**src/rtl/track_supervisor.sv**
```systemverilog
// Range-sensor track supervisor: per-channel hit qualification, SCAN/LOCK/WAIT_CLEAR/MANUAL FSM.
// Define TRACK_SUPERVISOR_EVT_EN to enable the state-change event outputs (evt_vld/evt_code).
module track_supervisor #(
    parameter int NUM_CH       = 4,
    parameter int DIST_W       = 16,
    parameter int LOCK_CYCLES  = 100_000_000,
    parameter int CLEAR_CYCLES = 5_000_000,
    parameter int HIT_COUNT    = 3
) (
    input  logic                                           clk,
    input  logic                                           reset,
    input  logic                                           manual_tgl,
    input  logic [DIST_W-1:0]                              trig_cm,
    input  logic [NUM_CH-1:0]                              sample_vld,
    input  logic [NUM_CH*DIST_W-1:0]                       sample_cm,
    output logic [1:0]                                     state,
    output logic                                           freeze,
    output logic [((NUM_CH > 1) ? $clog2(NUM_CH) : 1)-1:0] lock_ch,
    output logic [DIST_W-1:0]                              lock_cm,
    output logic [2:0]                                     rgb,
    output logic                                           evt_vld,
    output logic [1:0]                                     evt_code
);

    localparam int CH_W    = (NUM_CH > 1) ? $clog2(NUM_CH) : 1;
    localparam int HC_W    = $clog2(HIT_COUNT + 1);
    localparam int TIMER_W = (LOCK_CYCLES > 1) ? $clog2(LOCK_CYCLES) : 1;
    localparam int CLR_W   = (CLEAR_CYCLES > 1) ? $clog2(CLEAR_CYCLES) : 1;

    typedef enum logic [1:0] {
        ST_SCAN   = 2'd0,
        ST_LOCK   = 2'd1,
        ST_WAIT   = 2'd2,
        ST_MANUAL = 2'd3
    } st_t;

    st_t                st_q, nxt;
    logic [HC_W-1:0]    hit_cnt [NUM_CH];
    logic [DIST_W-1:0]  last_cm [NUM_CH];
    logic [NUM_CH-1:0]  active;
    logic [TIMER_W-1:0] lock_timer;
    logic [CLR_W-1:0]   clr_cnt;
    logic               any_act;
    logic [CH_W-1:0]    sel_ch;
    logic [DIST_W-1:0]  sel_cm;
    logic               go_manual;

    function automatic logic [HC_W-1:0] sat_inc(input logic [HC_W-1:0] v);
        return (v >= HC_W'(HIT_COUNT)) ? v : v + 1'b1;
    endfunction

    function automatic logic [2:0] rgb_of(input st_t s);
        case (s)
            ST_SCAN:  return 3'b010;
            ST_LOCK:  return 3'b100;
            ST_WAIT:  return 3'b001;
            default:  return 3'b111;
        endcase
    endfunction

    assign go_manual = manual_tgl && (st_q != ST_MANUAL);
    assign state     = st_q;

    // Counters are held clear while in MANUAL, including the edges that enter and leave it
    always_ff @(posedge clk) begin
        for (int i = 0; i < NUM_CH; i++) begin
            if (reset || go_manual || st_q == ST_MANUAL) begin
                hit_cnt[i] <= '0;
                if (reset) last_cm[i] <= '0;
            end else if (sample_vld[i]) begin
                if (sample_cm[i*DIST_W +: DIST_W] != '0 &&
                    sample_cm[i*DIST_W +: DIST_W] <= trig_cm) begin
                    hit_cnt[i] <= sat_inc(hit_cnt[i]);
                    last_cm[i] <= sample_cm[i*DIST_W +: DIST_W];
                end else begin
                    hit_cnt[i] <= '0;
                end
            end
        end
    end

    // Nearest active channel wins; strict less-than keeps ties on the lowest index
    always_comb begin
        active  = '0;
        any_act = 1'b0;
        sel_ch  = '0;
        sel_cm  = '0;
        for (int i = 0; i < NUM_CH; i++) begin
            active[i] = (hit_cnt[i] == HC_W'(HIT_COUNT));
            if (active[i] && (!any_act || last_cm[i] < sel_cm)) begin
                any_act = 1'b1;
                sel_ch  = CH_W'(i);
                sel_cm  = last_cm[i];
            end
        end
    end

    always_comb begin
        nxt = st_q;
        case (st_q)
            ST_SCAN:   if (any_act) nxt = ST_LOCK;
            ST_LOCK:   if (lock_timer == '0) nxt = ST_WAIT;
            ST_WAIT:   if (!any_act && clr_cnt == CLR_W'(CLEAR_CYCLES - 1)) nxt = ST_SCAN;
            ST_MANUAL: if (manual_tgl) nxt = ST_SCAN;
            default:   nxt = ST_SCAN;
        endcase
        if (go_manual) nxt = ST_MANUAL;
    end

    always_ff @(posedge clk) begin
        if (reset) begin
            st_q       <= ST_SCAN;
            freeze     <= 1'b0;
            rgb        <= 3'b010;
            lock_ch    <= '0;
            lock_cm    <= '0;
            lock_timer <= '0;
            clr_cnt    <= '0;
        end else begin
            st_q   <= nxt;
            freeze <= (nxt == ST_LOCK);
            rgb    <= rgb_of(nxt);

            if (st_q == ST_SCAN && nxt == ST_LOCK) begin
                lock_ch    <= sel_ch;
                lock_cm    <= sel_cm;
                lock_timer <= TIMER_W'(LOCK_CYCLES - 1);
            end else if (st_q == ST_LOCK && lock_timer != '0) begin
                lock_timer <= lock_timer - 1'b1;
            end

            if (st_q != ST_WAIT || any_act) begin
                clr_cnt <= '0;
            end else if (nxt == ST_WAIT) begin
                clr_cnt <= clr_cnt + 1'b1;
            end
        end
    end

`ifdef TRACK_SUPERVISOR_EVT_EN
    always_ff @(posedge clk) begin
        if (reset) begin
            evt_vld  <= 1'b0;
            evt_code <= 2'd0;
        end else begin
            evt_vld <= (nxt != st_q);
            if (nxt != st_q) evt_code <= nxt;
        end
    end
`else
    assign evt_vld  = 1'b0;
    assign evt_code = 2'd0;
`endif

endmodule

```
**config.mk**
```make
export PLATFORM = sky130hd
export DESIGN_NAME = track_supervisor
export DESIGN_NICKNAME = d
export VERILOG_FILES = /design/src/rtl/track_supervisor.sv
export SDC_FILE = /design/constraint.sdc
export NUM_CORES = 1
export LEC_CHECK = 0
export ABC_AREA = 1
export CORE_MARGIN = 3
export CORE_UTILIZATION = 44
export CTS_CLUSTER_DIAMETER = 50
export DETAILED_ROUTE_END_ITERATION = 8
export PLACE_DENSITY_LB_ADDON = 0.08
export SLEW_MARGIN = 5
export SYNTH_ARGS = -nofsm -noshare
export SYNTH_HDL_FRONTEND = slang
export SYNTH_SLANG_ARGS = --single-unit
```
**constraint.sdc**
```tcl
create_clock -name clk -period 6 [get_ports clk]
set_input_delay 1.2 -clock clk [delete_from_list [all_inputs] [get_ports clk]]
set_output_delay 1.2 -clock clk [all_outputs]
set_load 0.01 [all_outputs]
```
==> After elaboration in Yosys (flattened, before gate mapping) <==
Memories as Yosys holds them, arrays and structs flattened.
Cells that the tools add are included.
{ "classes": {"n_addsub": 6, "order_cmp": 11, "eq_ne": 12, "mux": 73, "bitwise": 12, "reduce_logical": 32} }
{ "op_table": {"columns": ["op", "count"], "rows": [
  ["2-to-1 mux 16 bit", 8],
  ["less-or-equal comparator 16 bit", 4],
  ["nonzero test 16 bit", 4],
  ["2-to-1 mux 27 bit", 2],
  ["less-than comparator 16 bit", 3],
  ["2-to-1 mux 1 bit", 42],
  ["2-to-1 mux 2 bit", 19],
  ["logical NOT 27 bit", 1],
  ["nonzero test 27 bit", 1],
  ["subtractor 27 x 1 -> 27 bit, second input constant", 1],
  ["adder 23 x 1 -> 23 bit, second input constant", 1],
  ["equality test 23 bit, second input constant", 1],
  ["equality test 2 bit, second input constant", 7],
  ["OR 1 bit", 12],
  ["logical AND 1 bit", 11],
  ["one-hot mux 3 bit (3 select lines)", 1],
  ["adder 2 x 1 -> 2 bit, second input constant", 4],
  ["greater-or-equal comparator 2 bit, second input constant", 4],
  ["one-hot mux 2 bit (4 select lines)", 1],
  ["logical OR 1 bit", 6],
  ["equality test 2 x 1 -> 1 bit, second input constant", 2],
  ["logical NOT 1 bit", 4],
  ["logical NOT 2 bit", 2],
  ["!= test 2 bit, second input constant", 2],
  ["other kinds (2)", 3]
]} }
{ "totals": {"register_bits": 74, "mem_bits_rw": 72, "out_inout_bits": 27, "wordCells": 156, "n_memories": 2} }
{ "mem_list": {"columns": ["memory", "words", "width", "read_ports", "rd_ports_with_merged_regs", "write_ports", "line", "text"], "rows": [
  ["last_cm", 4, 16, 4, 0, 4, "39", "logic [DIST_W-1:0] last_cm [NUM_CH];"],
  ["hit_cnt", 4, 2, 4, 0, 4, "38", "logic [HC_W-1:0] hit_cnt [NUM_CH];"]
]} }

==> Depth between registers and ports, before layout <==
An unclocked memory read counts as a cell.
{ "depth": {"word_depth": 23, "depth_mapped": 47, "mapped_depth_nobuf": 42} }

==> Worst setup path before layout <==
No wires, ideal clock.
{ "synth_timing": {"path_kind": "register -> register", "start": "mem hit_cnt[0][0] in the netlist's numbering", "end": "reg lock_cm[10]", "setup_ns": 0.114, "t_arrival_ns": 4.926, "required_ns": 5.886, "slack_ns": 0.960, "path_stages_with_launch": 38, "synth_period_minus_slack_ns": 5.040, "cell_sequence": "edfxtp_1 ha_1 buf_4 clkbuf_1 nand2_1 ha_1 nand2_1 inv_1 nand3_1 nor3_1 nand2_1 nand2_1 nand2_2 nand2_2 clkbuf_1 nand2_1 o21ai_0 ha_1 (+2 left out) a211oi_1 o221a_2 nand2_1 nand2_2 nand2_2 clkbuf_1 o21ai_0 ha_1 a21oi_1 nor2_1 a211oi_1 o221a_2 nand2_2 nand2_4 buf_4 nand3_1 nand3_1 nand2_1"} }
{ "synth_lines": {"columns": ["element", "line", "text"], "rows": [
  ["start: declaration", "38", null],
  ["end signal: assignment", "126", "lock_cm <= sel_cm;"],
  ["end: declaration", "19", "output logic [DIST_W-1:0] lock_cm,"]
]} }

==> results.json <==
{
  "wire_per_inst_um": 15.23,
  "path_class": "reg2reg",
  "cts_made_buffers": 17,
  "hold_buffers": 0,
  "detailed_place_hpwl_mm": 20.06,
  "portBuffers": 110,
  "relSlewSlack_pct": 35.24,
  "fin_crit_sh_pct": 89.01,
  "skew_ps": 9.235,
  "clock-sinks": 145,
  "synth_area_leaders": "edfxtp_1 (23%), ha_1 (16%), dfxtp_1 (15%)",
  "floorplan.die_area_um2": 23320,
  "postPlaceCellArea_um2": 10850,
  "htreeDepth": 4,
  "start_util_pct": 44.91,
  "startpoint_type": "register",
  "status": "finished, final reports clean",
  "antenna_left": 0,
  "holdCritPathClass": "reg2reg",
  "ys_ff_latch": 145,
  "crit_path_top_delay_cell": "edfxtp_1",
  "grt_pass1_vias": 7854,
  "final_cell_mix": "nand2_1 (223), inv_1 (204), nor2_1 (160)",
  "drt-initial-drc-count": 519,
  "final_common_cell": "nand2_1",
  "pre_cts_slack_ps": -59.05,
  "setup_viol": 0,
  "synth_top_area_share_pct": 22.83,
  "vias": 8325,
  "grt_usage_pct": 21.31,
  "power.switching_mw": 0.8080,
  "crit_path_end_kind": "register",
  "antenna_found_initial": 0,
  "reg2reg_to": "lock_cm[5]$_SDFFE_PP0P_",
  "post-route-drc-count": 0,
  "switching_share_pct": 28.39,
  "design_area_um2": 11500,
  "gr-total-overflow": 0,
  "first_pass_iters": 5,
  "p_seq_share_pct": 41.0,
  "async_reset_ff_share_pct": 0,
  "critPathArrivalTime_ps": 5700,
  "wirelength_mm": 24.92,
  "clock_latency_ps": 420,
  "synthFlopType": "dfxtp_1",
  "fin_ws_ps": 659.3,
  "worstPathMaxFanout": 31,
  "rrSetupSlack_ps": 660,
  "fp.dieW_um": 152.7,
  "drive_above_1_share_pct": 4.335,
  "pwr-share-clk_pct": 39.0,
  "die_h_um": 152.7,
  "syn_avg_cell_area_um2": 7.644,
  "yosys.cell_types.count": 37,
  "synth_edf_count": 72,
  "placed_cells": 1604,
  "yosysSeqAreaShare_pct": 38.26,
  "clk_path_buf_depth": 2,
  "grt_max_degree": 32,
  "leakage_nw": 5.346,
  "area_growth_pct": 21.44,
  "tightest_slew_ps": 967.9,
  "finalHoldViolCount": 0,
  "clk_pin_slew_ps": 60,
  "core_um2": 21090,
  "startpoint": "hit_cnt[0][0]$_SDFFCE_PP0P_",
  "viasPerCell": 5.089,
  "ios": 114,
  "hold_path_depth": 2,
  "syn_inst": 1239,
  "rows": 53,
  "fin_nets": 1554,
  "worstPathRequired_ps": 6360,
  "grt_pass1_wl_mm": 40.28,
  "max_freq_ghz": 0.1872,
  "intPower_mw": 2.038,
  "worstHoldStart": "lock_cm[4]$_SDFFE_PP0P_",
  "ys.warnings.count": 0,
  "rsz0062_at_grt": "false",
  "cp_common_cell": "nand2_1",
  "cap_violations": 0,
  "diodes": 0,
  "synth_top_area_cell": "edfxtp_1",
  "pwr-share-comb_pct": 19.9,
  "holdPathEnd": "lock_cm[4]$_SDFFE_PP0P_",
  "r2r_start": "hit_cnt[0][0]$_SDFFCE_PP0P_",
  "reg2reg_depth": 32,
  "slew_violations": 0,
  "netlist_area_um2": 9470,
  "whs_ps": 450.4,
  "powerDensity_nw_per_um2": 247.5,
  "cp_slowest_stage_delay_ps": 400,
  "cts.root.buffer_cell": "clkbuf_16",
  "gp_congestion": 0.9327,
  "peakVddDrop_v": 0.0001488,
  "cts_tree": "yes",
  "stdcell_count": 1636,
  "period_needed_ps": 5341
}
through the flow:
stage	util, %	setup TNS [ps]	power, mW
floorplan	-	0	1.543
global placement	51.45	-279.2	1.745
detailed placement	51.45	-685.3	1.752
CTS	54.40	0	2.864
global route	54.54	0	2.992
finish	54.54	0	2.846
cell families after synthesis:
group | synth area share (%)
fa+ha+maj | 15.72
other cells | 0.03960
simple gates | 24.98
buf+inv | 9.724
xor+xnor | 0.2775
flops | 38.26
compound gates | 10.99
layout make-up:
class / count / area, µm²
clock inverter: 12 / 151.4
timing repair buffer: 121 / 1184
multi-input combinational: 859 / 4965
inverter: 204 / 765.7
tap: 275 / 344.1
fill: 2036 / 9587
clock buffer: 20 / 467.9
sequential: 145 / 3623
repair_timing:
| item | 4_1_cts | 5_1_grt |
|---|---|---|
| resized for setup | 1 | 8 |
| endpoints found under the hold margin | 0 | 0 |
| endpoints found under the setup margin | 16 | 18 |
| gates cloned | 0 | 0 |
| setup buffers | 0 | 0 |
power by group through the flow:
stage                     Combinational, mW  Clock [mW]  Sequential [mW]
after CTS                             0.568        1.13             1.17
final                                 0.567        1.11             1.17
after global placement                0.558           0             1.19
after detailed placement              0.564           0             1.19
after global routing                  0.653        1.16             1.18
after floorplan                       0.372           0             1.17
cells in the mapped netlist (5+ instances only):
library cell / instances
nand2_1: 223
inv_1: 204
a211oi_1: 9
nor4_1: 16
nand3_1: 61
edfxtp_1: 72
nand2_2: 7
clkbuf_1: 24
nor3_1: 38
nor2_1: 160
o21ai_0: 62
or2_2: 5
o21a_1: 6
nand4_1: 34
ha_1: 119
a21oi_1: 83
dfxtp_1: 73
a31oi_1: 5
buf_4: 6
per-layer routing:
| layer | track usage (%) | vias to the layer above | share of wire (%) |
|---|---|---|---|
| met5 | 0 | - | 0 |
| met4 | 5.982 | 0 | 1.8 |
| met3 | 2.897 | 29 | 4.5 |
| met2 | 31.82 | 209 | 42 |
| met1 | 32.30 | 3722 | 52 |
| li1 | - | 4365 | - |
critical path, delay by kind of cell, from the launching register on:
family	cells	cell delay, ps
and+or+nand+nor	21	2020
AOI/OAI and AO/OA	7	1630
adders and majority gates	4	1220
DFF	1	400
sequential cells by signal, indices dropped and copies added (netlist names):
| register | flops |
|---|---|
| clr_cnt | 23 |
| freeze | 1 |
| hit_cnt | 8 |
| last_cm | 64 |
| lock_ch | 2 |
| lock_cm | 16 |
| lock_timer | 27 |
| rgb | 2 |
| state | 2 |
how the worst max path moves through the flow:
stage	to	slack (ps)	cells past startpoint
CTS	lock_cm[5]$_SDFFE_PP0P_	140	31
global route	lock_cm[15]$_SDFFE_PP0P_	60	34
finish	lock_cm[5]$_SDFFE_PP0P_	660	32
floorplan	lock_cm[10]$_SDFFE_PP0P_	960	37
global placement	lock_cm[10]$_SDFFE_PP0P_	-30	31
detailed placement	lock_cm[2]$_SDFFE_PP0P_	-60	31
Power figures use the tool's default switching activity.
